--- src/rtl/cgra_launch_ctrl_if.sv ---
// Command / status / CGRA handshake bundle for cgra_launch_ctrl.
// The controller is on the slave side; the software bank and CGRA model are on the master side.
interface cgra_launch_ctrl_if #(
  parameter int BATCH_WIDTH = 16,
  parameter int CNT_WIDTH   = 32
);
  // Cmd_Valid/Cmd_Ready: a command transfers on any rising edge where both are high;
  // Cmd_Batch must be stable while Cmd_Valid is high and is sampled on that edge only.
  logic                   Cmd_Valid;
  logic                   Cmd_Ready;
  logic [BATCH_WIDTH-1:0] Cmd_Batch;
  logic                   Cmd_Abort;
  logic                   Computation_Start;
  logic                   Computation_Done;
  logic                   Busy;
  logic                   Batch_Done;
  logic [BATCH_WIDTH-1:0] Launch_Count;
  logic [CNT_WIDTH-1:0]   Cycle_Count;
  logic [1:0]             Status;
  logic                   Irq;

  modport slave (
    input  Cmd_Valid, Cmd_Batch, Cmd_Abort, Computation_Done,
    output Cmd_Ready, Computation_Start, Busy, Batch_Done,
           Launch_Count, Cycle_Count, Status, Irq
  );

  modport master (
    output Cmd_Valid, Cmd_Batch, Cmd_Abort, Computation_Done,
    input  Cmd_Ready, Computation_Start, Busy, Batch_Done,
           Launch_Count, Cycle_Count, Status, Irq
  );
endinterface

--- src/rtl/cgra_launch_ctrl.sv ---
// Batch launch sequencer: runs the CGRA Computation_Start/Done level handshake N times per command.
// Define CGRA_LAUNCH_WATCHDOG_EN to build the per-phase watchdog (Status 3 on expiry).
module cgra_launch_ctrl #(
  parameter int BATCH_WIDTH    = 16,
  parameter int CNT_WIDTH      = 32,
  parameter int TIMEOUT_CYCLES = 1048576
) (
  input  logic              Clk,
  input  logic              Resetn,
  cgra_launch_ctrl_if.slave bus,
  output logic [2:0]        o_dbg_state
);

  typedef enum logic [2:0] {
    S_IDLE    = 3'd0,
    S_ARM     = 3'd1,
    S_ASSERT  = 3'd2,
    S_RELEASE = 3'd3,
    S_FINISH  = 3'd4
  } state_t;

  localparam logic [1:0] ST_OK     = 2'd0;
  localparam logic [1:0] ST_ABORT  = 2'd1;
  localparam logic [1:0] ST_BADCMD = 2'd2;

  state_t                 r_state;
  state_t                 w_next;
  logic [BATCH_WIDTH-1:0] r_remaining;
  logic [BATCH_WIDTH-1:0] r_launch;
  logic [CNT_WIDTH-1:0]   r_cycles;
  logic [1:0]             r_status;
  logic                   r_irq;
  logic                   r_busy;
  logic                   r_start;
  logic                   r_abort_pend;
  logic                   w_abort;
  logic                   w_accept;
  logic                   w_fin_en;
  logic [1:0]             w_fin_code;
  logic                   w_launch_inc;

`ifdef CGRA_LAUNCH_WATCHDOG_EN
  localparam logic [1:0] ST_TIMEOUT = 2'd3;
  localparam int         WD_W       = $clog2(TIMEOUT_CYCLES + 1);
  logic [WD_W-1:0] r_phase_cnt;
  logic            w_wd_expired;

  // Counter restarts whenever the state changes, so each ARM/ASSERT/RELEASE visit gets a full budget.
  always_ff @(posedge Clk) begin
    if (!Resetn || (w_next != r_state)) r_phase_cnt <= '0;
    else if (r_phase_cnt != {WD_W{1'b1}}) r_phase_cnt <= r_phase_cnt + 1'b1;
  end

  assign w_wd_expired = (r_state == S_ARM || r_state == S_ASSERT || r_state == S_RELEASE) &&
                        (r_phase_cnt == WD_W'(TIMEOUT_CYCLES - 1));
`endif

  assign w_accept = (r_state == S_IDLE) && bus.Cmd_Valid;
  assign w_abort  = r_abort_pend | bus.Cmd_Abort;

  always_comb begin
    w_next       = r_state;
    w_fin_en     = 1'b0;
    w_fin_code   = ST_OK;
    w_launch_inc = 1'b0;
    case (r_state)
      S_IDLE:    if (bus.Cmd_Valid) w_next = S_ARM;
      S_ARM: begin
        if (w_abort) begin
          w_next = S_FINISH; w_fin_en = 1'b1; w_fin_code = ST_ABORT;
        end else if (r_remaining == '0) begin
          w_next = S_FINISH; w_fin_en = 1'b1; w_fin_code = ST_BADCMD;
        end else if (!bus.Computation_Done) begin
          w_next = S_ASSERT;
        end
      end
      S_ASSERT:  if (bus.Computation_Done) w_next = S_RELEASE;
      S_RELEASE: begin
        // A kernel only counts once the CGRA has dropped Done again.
        if (!bus.Computation_Done) begin
          w_launch_inc = 1'b1;
          if (w_abort || r_remaining == BATCH_WIDTH'(1)) begin
            w_next     = S_FINISH;
            w_fin_en   = 1'b1;
            w_fin_code = w_abort ? ST_ABORT : ST_OK;
          end else begin
            w_next = S_ARM;
          end
        end
      end
      S_FINISH:  w_next = S_IDLE;
      default:   w_next = S_IDLE;
    endcase
`ifdef CGRA_LAUNCH_WATCHDOG_EN
    if (w_wd_expired && (w_next == r_state)) begin
      w_next       = S_FINISH;
      w_fin_en     = 1'b1;
      w_fin_code   = ST_TIMEOUT;
      w_launch_inc = 1'b0;
    end
`endif
  end

  always_ff @(posedge Clk) begin
    if (!Resetn) begin
      r_state      <= S_IDLE;
      r_remaining  <= '0;
      r_launch     <= '0;
      r_cycles     <= '0;
      r_status     <= ST_OK;
      r_irq        <= 1'b0;
      r_busy       <= 1'b0;
      r_start      <= 1'b0;
      r_abort_pend <= 1'b0;
    end else begin
      r_state <= w_next;
      r_start <= (w_next == S_ASSERT);
      if (w_accept) begin
        // The accept cycle itself is the first counted cycle; any abort seen here is dropped.
        r_remaining  <= bus.Cmd_Batch;
        r_launch     <= '0;
        r_cycles     <= CNT_WIDTH'(1);
        r_status     <= ST_OK;
        r_irq        <= 1'b0;
        r_busy       <= 1'b1;
        r_abort_pend <= 1'b0;
      end else begin
        if (r_busy && (r_cycles != {CNT_WIDTH{1'b1}})) r_cycles <= r_cycles + 1'b1;
        if ((r_state != S_IDLE) && bus.Cmd_Abort) r_abort_pend <= 1'b1;
        if (w_launch_inc) begin
          r_launch    <= r_launch + 1'b1;
          r_remaining <= r_remaining - 1'b1;
        end
        if (w_fin_en) r_status <= w_fin_code;
        if (r_state == S_FINISH) begin
          r_busy       <= 1'b0;
          r_irq        <= 1'b1;
          r_abort_pend <= 1'b0;
        end
      end
    end
  end

  assign bus.Cmd_Ready         = (r_state == S_IDLE);
  assign bus.Computation_Start = r_start;
  assign bus.Busy              = r_busy;
  assign bus.Batch_Done        = (r_state == S_FINISH);
  assign bus.Launch_Count      = r_launch;
  assign bus.Cycle_Count       = r_cycles;
  assign bus.Status            = r_status;
  assign bus.Irq               = r_irq;
  assign o_dbg_state           = r_state;

endmodule

--- src/flat_wrapper.sv ---
// flat-port wrapper written by rule: the top's interface ports become plain ports
module cgra_launch_ctrl_flat 
#(
  parameter int BATCH_WIDTH    = 16,
  parameter int CNT_WIDTH      = 32,
  parameter int TIMEOUT_CYCLES = 1048576
)
  (Clk, Resetn, o_dbg_state, bus_Cmd_Valid, bus_Cmd_Batch, bus_Cmd_Abort, bus_Computation_Done, bus_Cmd_Ready, bus_Computation_Start, bus_Busy, bus_Batch_Done, bus_Launch_Count, bus_Cycle_Count, bus_Status, bus_Irq);
  cgra_launch_ctrl_if #(.BATCH_WIDTH(BATCH_WIDTH), .CNT_WIDTH(CNT_WIDTH)) bus_i ();
  input  logic Clk;
  input  logic Resetn;
  output logic [2:0] o_dbg_state;
  input wire logic [$bits(bus_i.Cmd_Valid)-1:0] bus_Cmd_Valid;
  input wire logic [$bits(bus_i.Cmd_Batch)-1:0] bus_Cmd_Batch;
  input wire logic [$bits(bus_i.Cmd_Abort)-1:0] bus_Cmd_Abort;
  input wire logic [$bits(bus_i.Computation_Done)-1:0] bus_Computation_Done;
  output wire logic [$bits(bus_i.Cmd_Ready)-1:0] bus_Cmd_Ready;
  output wire logic [$bits(bus_i.Computation_Start)-1:0] bus_Computation_Start;
  output wire logic [$bits(bus_i.Busy)-1:0] bus_Busy;
  output wire logic [$bits(bus_i.Batch_Done)-1:0] bus_Batch_Done;
  output wire logic [$bits(bus_i.Launch_Count)-1:0] bus_Launch_Count;
  output wire logic [$bits(bus_i.Cycle_Count)-1:0] bus_Cycle_Count;
  output wire logic [$bits(bus_i.Status)-1:0] bus_Status;
  output wire logic [$bits(bus_i.Irq)-1:0] bus_Irq;
  assign bus_i.Cmd_Valid = bus_Cmd_Valid;
  assign bus_i.Cmd_Batch = bus_Cmd_Batch;
  assign bus_i.Cmd_Abort = bus_Cmd_Abort;
  assign bus_i.Computation_Done = bus_Computation_Done;
  assign bus_Cmd_Ready = bus_i.Cmd_Ready;
  assign bus_Computation_Start = bus_i.Computation_Start;
  assign bus_Busy = bus_i.Busy;
  assign bus_Batch_Done = bus_i.Batch_Done;
  assign bus_Launch_Count = bus_i.Launch_Count;
  assign bus_Cycle_Count = bus_i.Cycle_Count;
  assign bus_Status = bus_i.Status;
  assign bus_Irq = bus_i.Irq;
  cgra_launch_ctrl #(.BATCH_WIDTH(BATCH_WIDTH), .CNT_WIDTH(CNT_WIDTH), .TIMEOUT_CYCLES(TIMEOUT_CYCLES)) u_core (.Clk(Clk), .Resetn(Resetn), .bus(bus_i), .o_dbg_state(o_dbg_state));
endmodule
--- config.mk ---
export PLATFORM = sky130hd
export DESIGN_NAME = cgra_launch_ctrl_flat
export DESIGN_NICKNAME = d
export VERILOG_FILES = /design/src/rtl/cgra_launch_ctrl_if.sv /design/src/rtl/cgra_launch_ctrl.sv /design/src/flat_wrapper.sv
export SDC_FILE = /design/constraint.sdc
export NUM_CORES = 1
export LEC_CHECK = 0
export BUFFER_PORTS_ARGS = -buffer_cell sky130_fd_sc_hd__buf_2
export CORE_MARGIN = 5
export CORE_UTILIZATION = 54
export DETAILED_ROUTE_END_ITERATION = 8
export PLACE_DENSITY_LB_ADDON = 0.05
export SLEW_MARGIN = 10
export SYNTH_ARGS = -nofsm -noshare
export SYNTH_HDL_FRONTEND = slang
export SYNTH_SLANG_ARGS = --single-unit
--- constraint.sdc ---
create_clock -name Clk -period 2.96 [get_ports Clk]
set_clock_uncertainty 0.1 [all_clocks]
set_input_delay 0 -clock Clk [delete_from_list [all_inputs] [get_ports Clk]]
set_output_delay 0 -clock Clk [all_outputs]
set_load 0.02 [all_outputs]
==> results.toml <==
[status]
status = "finished clean"

[yosys]
synth_area_leader_cell = "dfxtp_1"
synth_nets = 447
synthCells = 421
ys_async_sr_fraction_pct = 0
synth_top_area_share_pct = 41.0
ys_top_cells_by_area = "dfxtp_1, xor2_1, nor2_1, xnor2_1, a21oi_1"
synth_ff_type = "dfxtp_1"
ys_seq_area_share_pct = 41.0
ys_seq_elements = 73
synth_cell_type_count = 52
synth-edff-count = 0
yosysWarnings = 0
syn_area_sq_um = 3570
syn_avg_cell_area_sq_um = 8.48

[power_and_ir_drop]
comb_power_share_pct = 12.6
p_leak_nw = 1.74
ir_worst_vdd_mv = 0.357
p_per_area_nw_per_um2 = 442
switching_share_pct = 26.2
clkPwrFrac_pct = 34.8
power_frac_seq_pct = 52.6
p_int_w = 0.00147
switchingPower_w = 0.000521

[floorplan]
io_pins = 79
start_util_pct = 55.9
rows = 29
core_area_sq_um = 6390
die_area_sq_um = 8330
die_h_um = 91.3
die_w_um = 91.3

[grt]
grt.total_usage_pct = 21.5
grt_pass1_vias = 3199
grt_max_degree = 34
grt_pass1_wl_um = 15000
antenna_found_initial = 0
overflow = 0

[sta]
finalHoldWorstSlack_ns = 0.0276
setup_slack_ns = 0.608
drv_slew = 0
grt_setup_unrepaired = "no"
max_freq_ghz = 0.425
fin_tns_setup_ns = 0
relSlewSlack_pct = 55.2
min_period_ns = 2.35
setup_violations = 0
period_share_pct = 79.5
hold_viol = 0
max_slew.worst_pin.slew_ns = 0.666

[critical_path]
r2r-start = "u_core.bus.Cycle_Count[0]"
cp.required_ns = 3.14
startpoint_type = "flop"
crit_path_end_kind = "flop"
arrival_ns = 2.53
crit_start = "u_core.bus.Cycle_Count[0]"
path_class = "reg -> reg"
critPathMaxStageDelay_ns = 0.52
cp_cell_sequence = "ha_1 -> nand4_1 -> nor3_2 -> o21ai_0 -> or4_1 -> nand2_1"
crit_slowest_cell = "nor3_2"
cp_max_fo = 9

[routing]
first_pass_iters = 4
viasPerCell = 5.67
ant_nets = 0
wl_per_cell_um = 14.7
drt-total-wl_um = 8980
first_iter_violations = 150
route.vias.total = 3462
post-route-drc-count = 0

[clock_tree]
root_buffer = "clkbuf_8"
ctsResizeCount = 0
cts_num_sinks = 73
clkSlewWorstSetupHoldPaths_ns = 0.08
clock_path_buffers = 2
htreeDepth = 3
numCtsBuffers = 9
clock_latency_ns = 0.34
tritoncts = "yes"

[worst_hold_path]
hold_path_class = "in -> reg"
min_from = "Resetn"

[placed_design]
dp_hpwl_um = 5890
portBuffers = 78
post_dp_cell_area_sq_um = 4040
gp_congestion = 0.880
pre_cts_ws_ns = 0.628

[run]
maxCapViolCount = 0

[final_layout]
drive_above_1_share_pct = 20.4
finalNetCount = 555
final_cell_area_sq_um = 4510
diodes = 0
syn_to_final_growth_pct = 26.3
==> per-layer routing <==
layer	GRT usage, %	vias up	part of all wire (%)
li1	-	1740	-
met1	27.0	1613	45
met2	35.8	90	48
met3	3.97	19	4.4
met4	9.41	0	2.1
met5	0	-	0
==> layout by cell type (no fill, tap or decap), types with 3 or more instances in the layout <==
master         instances
a211oi_1               3
a21oi_1               30
and2_1                 4
and3_1                 6
buf_2                 78
buf_4                  6
clkbuf_8              11
clkinv_2               3
dfxtp_1               73
dlygate4sd3_1         29
ha_1                   5
inv_1                 11
nand2_1               28
nand2b_1               6
nand3_1               15
nand4_1               17
nor2_1                49
nor3_1                14
nor3_2                 3
nor4_1                 7
o2111ai_1              6
o211ai_1               7
o21ai_0               28
o31ai_1                4
or3_1                 12
or4_1                  5
xnor2_1               21
xor2_1                22
==> worst paths after layout <==
path	to	slack [ns]	cells after the start
max reg2reg	u_core.bus.Cycle_Count[12]	0.61	6
min	u_core.o_dbg_state[0]	0.03	3
min reg2reg	u_core.bus.Irq	0.37	1
max	u_core.bus.Cycle_Count[12]	0.61	6
==> cell usage after synthesis (7+ instances only) <==
master and count:
nor2_1 49, xor2_1 22, or3_1 12, nor4_1 7
nand2_1 28, o211ai_1 7, clkbuf_1 11, nor3_1 14
o21ai_0 28, nand4_1 17, inv_1 11, xnor2_1 21
a21oi_1 30, dfxtp_1 73, nand3_1 15
==> repair_timing <==
action,4_1_cts,5_1_grt
endpoints found under the hold margin,18,0
setup buffers,0,0
hold buffers,29,0
==> power by group through the flow <==
stage,sequential (W),combinational (W),clock (W)
2_1_floorplan,0.00107,0.000138,0
3_3_place_gp,0.00107,0.000205,0
3_5_place_dp,0.00107,0.000207,0
4_1_cts,0.00105,0.000243,0.000715
5_1_grt,0.00105,0.000276,0.000758
6_report,0.00105,0.000251,0.000693
==> stage by stage <==
| step | std cells | total power (W) | utilization [%] |
|---|---|---|---|
| CTS | 611 | 0.00200 | 70.6 |
| finish | 611 | 0.00199 | 70.6 |
| detailed placement | 566 | 0.00128 | 63.3 |
| global placement | 566 | 0.00127 | 63.3 |
| global route | 611 | 0.00209 | 70.6 |
| floorplan | 421 | 0.00121 | - |
==> logic make-up (layout without fill, tap and decap cells) <==
kind of cell	Yosys count	count (layout)	synth area share, %
compound gates	93	93	16.6
fa+ha+maj	5	5	1.75
mux	2	2	0.561
simple gates	178	178	26.4
flops	73	73	41.0
buf+inv	27	140	3.16
xor+xnor	43	43	10.6
==> flip-flops by register name, summed over array words and instances, names as in the netlist <==
register / cells
u_core.bus.Busy: 1
u_core.r_abort_pend: 1
u_core.bus.Irq: 1
u_core.bus.Cycle_Count: 32
u_core.r_remaining: 16
u_core.bus.Launch_Count: 16
u_core.bus.Status: 2
u_core.bus.Computation_Start: 1
u_core.o_dbg_state: 3
==> worst max-delay path, delay by kind of cell, from the launching register on <==
kind | cells | cell delay, ns
adders and majority gates | 1 | 0.22
AOI/OAI and AO/OA | 1 | 0.29
and+or+nand+nor | 4 | 1.27
DFF | 1 | 0.41
==> layout make-up <==
type	instances	area, sq um
multi-input combinational	321	2010
clock inverter	3	15.0
sequential	73	1460
tap	77	96.3
timing repair buffer	113	726
fill	548	1880
inverter	11	41.3
clock buffer	13	159
Note: power is estimated with default switching activity, not from simulation.
